**config.mk**
```make
export PLATFORM = sky130hd
export DESIGN_NAME = mod_n_chain_counter
export DESIGN_NICKNAME = d
export VERILOG_FILES = /design/src/rtl/mod_n_pkg.sv /design/src/rtl/mod_n_digit.sv /design/src/rtl/mod_n_chain_counter.sv
export SDC_FILE = /design/constraint.sdc
export NUM_CORES = 1
export LEC_CHECK = 0
export BUFFER_PORTS_ARGS = -buffer_cell sky130_fd_sc_hd__buf_2
export CORE_MARGIN = 1.5
export CORE_UTILIZATION = 25
export DETAILED_ROUTE_END_ITERATION = 10
export PLACE_DENSITY = 0.55
export RECOVER_POWER = 25
export SYNTH_ARGS = -nofsm -noshare
export SYNTH_HDL_FRONTEND = slang
export SYNTH_HIERARCHICAL = 1
export SYNTH_SLANG_ARGS = --single-unit
```
**constraint.sdc**
```tcl
create_clock -name clk -period 2.3 [get_ports clk]
set_clock_uncertainty 0.05 [all_clocks]
set_input_delay 0.46 -clock clk [delete_from_list [all_inputs] [get_ports clk]]
set_output_delay 0.46 -clock clk [all_outputs]
set_load 0.03 [all_outputs]
```
**src/rtl/mod_n_pkg.sv**
```systemverilog
// -----------------------------------------------------------------------------
// mod_n_pkg
// Shared definitions for the modulo-N chain counter:
//   MOD_MIN / MOD_MAX / DIG_MAX : legal parameter limits
//   dir_t                       : count direction (DIR_DOWN=0, DIR_UP=1)
//   digit_w()                   : digit width for a modulus, ceil(log2) with a
//                                 floor of 1 bit so MODULUS=2 still gets a bit
// -----------------------------------------------------------------------------
package mod_n_pkg;

  localparam int MOD_MIN = 2;
  localparam int MOD_MAX = 256;
  localparam int DIG_MAX = 8;

  typedef enum logic {
    DIR_DOWN = 1'b0,
    DIR_UP   = 1'b1
  } dir_t;

  function automatic int digit_w(input int modulus);
    return (modulus > 2) ? $clog2(modulus) : 1;
  endfunction

endpackage : mod_n_pkg

```
**src/rtl/mod_n_digit.sv**
```systemverilog
// -----------------------------------------------------------------------------
// mod_n_digit
// One modulo-MODULUS digit register of the chain counter. Load has priority
// over stepping; an out-of-range load value is stored as 0 and flagged.
// Ports:
//   clk      in   clock, rising edge
//   clear    in   asynchronous active-low reset
//   step_in  in   advance this digit by one in the direction given by up
//   up       in   direction (dir_t)
//   load     in   synchronous parallel load of ld_val
//   ld_val   in   DW-bit load value
//   q        out  current digit value
//   at_max   out  digit == MODULUS-1
//   at_zero  out  digit == 0
//   illegal  out  ld_val >= MODULUS (combinational, meaningful during load)
// -----------------------------------------------------------------------------
module mod_n_digit
  import mod_n_pkg::*;
#(
  parameter int MODULUS = 10,
  parameter int DW      = digit_w(MODULUS)
) (
  input  logic          clk,
  input  logic          clear,
  input  logic          step_in,
  input  dir_t          up,
  input  logic          load,
  input  logic [DW-1:0] ld_val,
  output logic [DW-1:0] q,
  output logic          at_max,
  output logic          at_zero,
  output logic          illegal
);

  localparam logic [DW-1:0] MAX_V = DW'(MODULUS - 1);
  // One extra bit so MODULUS=256 (not representable in DW=8) compares correctly.
  localparam logic [DW:0]   MOD_V = (DW + 1)'(MODULUS);

  logic [DW-1:0] q_q, q_d;

  assign at_max  = (q_q == MAX_V);
  assign at_zero = (q_q == '0);
  assign illegal = ({1'b0, ld_val} >= MOD_V);
  assign q       = q_q;

  // Wrap points are explicit compares, never binary overflow, so non-power-of-2
  // moduli roll over at the right value.
  always_comb begin
    // NOTE: default assignment first keeps every path driven, so no latch is inferred.
    q_d = q_q;
    if (load) begin
      q_d = illegal ? '0 : ld_val;
    end else if (step_in) begin
      if (up == DIR_UP) q_d = at_max  ? '0    : q_q + DW'(1);
      else              q_d = at_zero ? MAX_V : q_q - DW'(1);
    end
  end

  always_ff @(posedge clk or negedge clear) begin
    // NOTE: sequential state uses non-blocking assignments so all registers
    // update together from pre-edge values.
    if (!clear) q_q <= '0;
    else        q_q <= q_d;
  end

endmodule : mod_n_digit

```
**src/rtl/mod_n_chain_counter.sv**
```systemverilog
// -----------------------------------------------------------------------------
// mod_n_chain_counter
// DIGITS cascaded modulo-MODULUS digits (default: 2-digit BCD, 00..99) with
// up/down counting, enable, synchronous parallel load, a combinational
// terminal-count flag and registered wrap / load-error pulses.
// Configuration macro:
//   MODN_SAT_EN  when defined, the chain saturates at all-max (up) or all-zero
//                (down) instead of wrapping; wrap never asserts, tc still does.
// Ports:
//   clk       in   clock, rising edge
//   clear     in   asynchronous active-low reset
//   en        in   count enable, one step per clock
//   up        in   1 = increment, 0 = decrement
//   load      in   synchronous parallel load (wins over en)
//   load_val  in   digit i at load_val[i*DW +: DW]
//   q         out  count, digit 0 least significant
//   tc        out  terminal count: en & ~load & chain at its end value
//   wrap      out  one-cycle pulse after a full-chain rollover
//   load_err  out  one-cycle pulse after a load holding an illegal digit
// -----------------------------------------------------------------------------
module mod_n_chain_counter
  import mod_n_pkg::*;
#(
  parameter  int MODULUS = 10,
  parameter  int DIGITS  = 2,
  localparam int DW      = digit_w(MODULUS)
) (
  input  logic                 clk,
  input  logic                 clear,
  input  logic                 en,
  input  logic                 up,
  input  logic                 load,
  input  logic [DIGITS*DW-1:0] load_val,
  output logic [DIGITS*DW-1:0] q,
  output logic                 tc,
  output logic                 wrap,
  output logic                 load_err
);

  if (MODULUS < MOD_MIN || MODULUS > MOD_MAX) begin : g_bad_modulus
    $error("mod_n_chain_counter: MODULUS=%0d outside %0d..%0d", MODULUS, MOD_MIN, MOD_MAX);
  end
  if (DIGITS < 1 || DIGITS > DIG_MAX) begin : g_bad_digits
    $error("mod_n_chain_counter: DIGITS=%0d outside 1..%0d", DIGITS, DIG_MAX);
  end

  dir_t              dir;
  logic [DIGITS-1:0] at_max, at_zero, illegal, hit, step;
  logic              all_hit, count_en, run;
  logic              wrap_q, wrap_d;
  logic              load_err_q, load_err_d;

  assign dir = dir_t'(up);

  for (genvar i = 0; i < DIGITS; i++) begin : g_digit
    mod_n_digit #(
      .MODULUS (MODULUS),
      .DW      (DW)
    ) u_digit (
      .clk     (clk),
      .clear   (clear),
      .step_in (step[i]),
      .up      (dir),
      .load    (load),
      .ld_val  (load_val[i*DW +: DW]),
      .q       (q[i*DW +: DW]),
      .at_max  (at_max[i]),
      .at_zero (at_zero[i]),
      .illegal (illegal[i])
    );
    // A digit "hits" when it is at the value that passes a carry/borrow upward.
    assign hit[i] = (dir == DIR_UP) ? at_max[i] : at_zero[i];
  end

  assign all_hit = &hit;
  assign tc      = en & ~load & all_hit;

`ifdef MODN_SAT_EN
  // Pinned at the end value: suppress the step that would roll the chain over.
  assign count_en = en & ~load & ~all_hit;
  assign wrap_d   = 1'b0;
`else
  assign count_en = en & ~load;
  assign wrap_d   = tc;
`endif

  assign load_err_d = load & (|illegal);

  // Ripple AND-chain: digit i steps only if every lower digit is at its hit value.
  always_comb begin
    run  = 1'b1;
    step = '0;
    for (int i = 0; i < DIGITS; i++) begin
      step[i] = count_en & run;
      run     = run & hit[i];
    end
  end

  always_ff @(posedge clk or negedge clear) begin
    if (!clear) begin
      wrap_q     <= 1'b0;
      load_err_q <= 1'b0;
    end else begin
      wrap_q     <= wrap_d;
      load_err_q <= load_err_d;
    end
  end

  assign wrap     = wrap_q;
  assign load_err = load_err_q;

endmodule : mod_n_chain_counter
```
==> Word-level counts from Yosys, hierarchy flattened <==
Cells that the tools add are included.
{ "classes": {"n_addsub": 4, "magnitude_cmp": 2, "eq_ne": 2, "mux": 14, "bitwise": 5, "reduce_logical": 6} }
{ "op_table": {"columns": ["cell", "n"], "rows": [
  ["two-way mux 4 bit", 12],
  ["adder 4 x 1 -> 4 bit, second input constant", 2],
  ["equality test 4 bit, second input constant", 2],
  ["greater-or-equal comparator 4 bit, second input constant", 2],
  ["logical NOT 4 bit", 2],
  ["subtractor 4 x 1 -> 4 bit, second input constant", 2],
  ["AND 1 bit", 4],
  ["nonzero test 2 bit", 2],
  ["two-way mux 1 bit", 2],
  ["AND reduction 2 bit", 1],
  ["OR reduction 2 bit", 1],
  ["inverter 1 bit", 1]
]} }
{ "totals": {"ff_bits": 10, "input_bits": 13, "output_inout_bits": 11, "elab_cells": 37} }

==> Logic depth before layout (Yosys ltp) <==
{ "logic_depth": {"depth_word": 5, "depth_mapped": 8, "depth_no_buf": 7} }

==> Hierarchy <==
Netlist, hierarchy kept.
{ "modules_own_cells": {"columns": ["module", "instances", "cells_per_inst", "area_each_um2", "seq_area_each_um2"], "rows": [
  ["mod_n_digit", 2, 45, 397.9, 100.1],
  ["mod_n_chain_counter", 1, 9, 101.3, 50.0]
]} }

==> Worst setup path after synthesis <==
No wires, ideal clock.
{ "synth_timing": {"path_kind": "reg-to-reg", "from": "reg g_digit[0].u_digit.q_q[3]", "to": "reg g_digit[1].u_digit.q_q[1]", "setup_ps": 82, "t_arrival_ps": 1939, "t_required_ps": 2168, "setup_slack_ps": 229, "path_stages_with_launch": 8, "n_path_buf": 1, "period_less_slack_ps": 2071, "cell_sequence": "dfrtp_1 -> clkbuf_8 -> nor4_1 -> mux2i_1 -> nor2_1 -> nand2_1 -> or3_1 -> a22oi_2"} }
{ "synth_between": {"elab_chain_len": 4, "elab_cells_between_ends": 5, "classes_between": "1 x eq/ne; 1 x mux; 1 x bitwise; 2 x reduce/logical"} }
{ "synth_rtl": {"columns": ["item", "line_no", "text"], "rows": [
  ["start, declared", "mod_n_digit.sv:39", "logic [DW-1:0] q_q, q_d;"],
  ["start signal, assigned", "mod_n_digit.sv:63", "else q_q <= q_d;"],
  ["logical NOT 4 bit", "mod_n_digit.sv:42", "assign at_zero = (q_q == '0);"],
  ["named net at_zero[0]", "mod_n_chain_counter.sv:48", "logic [DIGITS-1:0] at_max, at_zero, illegal, hit, step;"],
  ["two-way mux 1 bit", "mod_n_chain_counter.sv:72", "assign hit[i] = (dir == DIR_UP) ? at_max[i] : at_zero[i];"],
  ["AND 1 bit", "mod_n_chain_counter.sv:94", "step[i] = count_en & run;"],
  ["named net step[1]", "mod_n_chain_counter.sv:48", null],
  ["nonzero test 2 bit (no line)", null, null],
  ["end signal, assigned", "mod_n_digit.sv:63", null],
  ["end, declared", "mod_n_digit.sv:39", null]
]} }
The timed path passes the listed nets, and every way through them passes these cells.
A chain may end at the register's enable or synchronous reset.

==> Worst setup path in the final report <==
{ "layout_timing": {"from": "reg g_digit[0].u_digit.q_q[1]", "to": "out tc"} }
{ "layout_between": {"elab_chain_len": 4, "elab_cells_between_ends": 5, "classes_between": "1 x eq/ne; 1 x mux; 1 x bitwise; 2 x reduce/logical"} }
{ "layout_rtl": {"columns": ["item", "line_no", "text"], "rows": [
  ["equality test 4 bit", "mod_n_digit.sv:41", "assign at_max = (q_q == MAX_V);"],
  ["named net at_max[0]", "mod_n_chain_counter.sv:48", null],
  ["two-way mux 1 bit", "mod_n_chain_counter.sv:72", null],
  ["AND reduction 2 bit", "mod_n_chain_counter.sv:75", "assign all_hit = &hit;"],
  ["AND 1 bit", "mod_n_chain_counter.sv:76", "assign tc = en & ~load & all_hit;"],
  ["end, declared", "mod_n_chain_counter.sv:35", "output logic tc,"]
]} }
The timed path passes the listed nets, and every way through them passes these cells.

==> flow_summary.yaml <==
timing:
  fin_ws_ns: 0.178
  rsz0062_at_grt: "false"
  period_share_pct: 92.3
  tightestPinTransition_ns: 0.608
  fin_crit_ns: 2.12
  slew-limit-headroom_pct: 59.4
  fmax_ghz: 0.471
  hold-worst-slack_ns: 0.391
  setup_viol: 0
  fin_tns_setup_ns: 0
  hold_viol: 0
  slew_viol_final: 0
placed_design:
  hpwlAfterDp_um: 1540
  globalplace.congestion: 0.768
  place_area_um2: 1000
  place_inst: 163
  portBuffers: 23
  pre_cts_ws_ns: 0.235
yosys:
  synthesis.nets: 112
  synth_seq_area_share_pct: 27.9
  synth_cell_type_count: 31
  syn_area_um2: 897
  synth-seq-cells: 10
  syn_area_per_cell_um2: 9.06
  yosysWarnings: 6
  synthCells: 99
detailed_routing:
  drc: 0
  wl_um: 2060
  wire_per_inst_um: 12.3
  vias_per_cell: 4.76
  first_pass_iters: 4
  drt-initial-drc-count: 55
  ant_nets: 0
  vias: 799
die:
  die-area_mm2: 0.00396
  core_mm2: 0.00339
  die-width_um: 62.9
  initial_utilization_pct: 26.5
  num_rows: 21
  io_pins: 24
  die_y_um: 62.9
status:
  outcome: "complete, no violations"
grt:
  grt_max_degree: 20
  antenna_found_initial: 0
  first_global_vias: 741
  grt_pass1_wl_um: 3620
  gr-usage-all-layers_pct: 11.4
  gr-total-overflow: 0
clock_network:
  cts.clk_slew.worst_paths_ns: 0.07
  clk_latency_ns: 0.27
  htreeDepth: 1
  root_buffer: "clkbuf_4"
  cts_setup_buffers: 0
  numCtsBuffers: 3
  cts_tree: "done"
  cts.sinks: 10
  cts_max_path_buffers: 2
worst_setup_path:
  cp-start-kind: "flip-flop"
  arrival_ns: 1.61
  crit_chain: "and4bb_2 > mux2i_1 > nor3_2 > buf_2"
  r2r_cells: 6
  r2r_slack_ns: 0.22
  cpMaxStageDelayCell: "dfrtp_1"
  reg2reg_from: "g_digit[0].u_digit/q[1]$_DFFE_PN0P_"
  crit_required_ns: 1.79
  critical_path.endpoint_type: "primary output"
  reg2reg_to: "g_digit[1].u_digit/q[1]$_DFFE_PN0P_"
  crit_fanout: 11
  critPathMaxStageDelay_ns: 0.49
  path_class: "flip-flop to primary output"
min_path:
  whs_path_depth: 3
  hp-class: "primary input to flip-flop"
  hold_start: "load_val[4]"
  holdPathEnd: "g_digit[1].u_digit/q[0]$_DFFE_PN0P_"
pwr:
  power_uw: 577
  ir_worst_vdd_mv: 0.225
  p_per_area_mw_per_mm2: 552
  p_leak_nw: 0.440
cells_and_area:
  drive_gt1_share_pct: 33.6
  nets: 136
  fillCellCount: 353
  multi_input_area_um2: 551
  diodes: 0
  seq_area_um2: 251
  fin_util_pct: 30.9
  area_growth_pct: 16.6
  fin_cells: 168
  design_area_mm2: 0.00105
run:
  maxCapViolations: 0
cells in the mapped netlist, drive strengths merged:
library cell | n | area [µm²]
a21boi | 2 | 15.0
a21oi | 6 | 30.0
a22o | 2 | 17.5
a22oi | 2 | 25.0
and2 | 2 | 12.5
and2b | 2 | 17.5
and3 | 2 | 15.0
and4b | 2 | 20.0
and4bb | 2 | 25.0
buf | 4 | 45.0
clkbuf | 2 | 27.5
clkdlybuf4s18 | 2 | 20.0
dfrtp | 10 | 250
inv | 1 | 3.75
mux2i | 2 | 20.0
nand2 | 6 | 22.5
nand2b | 1 | 6.26
nand3b | 4 | 30.0
nor2 | 5 | 18.8
nor2b | 4 | 25.0
nor3 | 5 | 30.0
nor4 | 4 | 25.0
o211ai | 2 | 15.0
o21a | 3 | 22.5
o21ai | 10 | 50.1
o22ai | 2 | 12.5
or2b | 2 | 15.0
or3 | 2 | 12.5
xnor2 | 4 | 35.0
xor2 | 2 | 32.5
worst max-delay path, delay by kind of cell, from the launching register on:
family                 cells  cell delay [ns]
multiplexers               1             0.09
flip-flops                 1             0.49
AND/OR/NAND/NOR            2             0.54
buffers and inverters      1             0.23
worst max-delay path by stage:
| stage | startpoint | end | slack (ns) | cells past startpoint |
|---|---|---|---|---|
| finish | g_digit[0].u_digit/q[1]$_DFFE_PN0P_ | tc | 0.18 | 4 |
| global route | g_digit[1].u_digit/q[3]$_DFFE_PN0P_ | tc | 0.02 | 4 |
| CTS | g_digit[0].u_digit/q[3]$_DFFE_PN0P_ | tc | 0.12 | 4 |
| detailed placement | up | g_digit[1].u_digit/q[1]$_DFFE_PN0P_ | 0.23 | 6 |
| global placement | up | g_digit[1].u_digit/q[2]$_DFFE_PN0P_ | 0.30 | 7 |
| floorplan | g_digit[0].u_digit/q[3]$_DFFE_PN0P_ | g_digit[1].u_digit/q[1]$_DFFE_PN0P_ | 0.23 | 7 |
routing by layer:
metal | global-route usage (%) | vias up | part of all wire (%)
li1 | - | 400 | -
met1 | 15.6 | 380 | 46
met2 | 17.7 | 17 | 48
met3 | 2.70 | 2 | 4.9
met4 | 3.33 | 0 | 0.48
met5 | 0 | - | 0
placed cells by master (no fill, tap or decap), drive strengths merged, types with 3 or more instances in the layout:
master	n
nor4	4
o21ai	10
buf	25
a21oi	6
nor3	5
xnor2	4
nor2b	4
o21a	3
clkbuf	5
nand2	6
nor2	5
nand3b	4
dfrtp	10
registers in the layout (all words and copies together), names as in the netlist:
| signal | count |
|---|---|
| g_digit.u_digit/q | 8 |
| wrap | 1 |
| load_err | 1 |
report_power, final:
group | leakage (nW) | internal [mW] | switching (mW)
logic | 0.294 | 0.0802 | 0.104
registers | 0.125 | 0.192 | 0.0360
clock network | 0.0210 | 0.0960 | 0.0687
logic make-up after synthesis:
family                    Yosys count  share of synthesized area, %
buffers and inverters               9                          10.7
muxes                               2                          2.23
and+or+nand+nor                    43                          30.7
xor gates and xnor gates            6                          7.53
AOI/OAI and AO/OA                  29                          20.9
DFF                                10                          27.9
layout make-up:
class / count / share of cell area (%)
multi-input combinational: 80 / 52.6
sequential: 10 / 24.0
timing repair buffer: 27 / 14.0
tap: 46 / 5.50
clock buffer: 4 / 3.47
inverter: 1 / 0.359
what timing repair did:
action | 4_1_cts | 5_1_grt
hold buffers | 0 | 1
setup endpoints to repair | 0 | 1
endpoints found under the hold margin | 0 | 10
resized for setup | 0 | 1
Note: power is estimated with default switching activity, not from simulation.
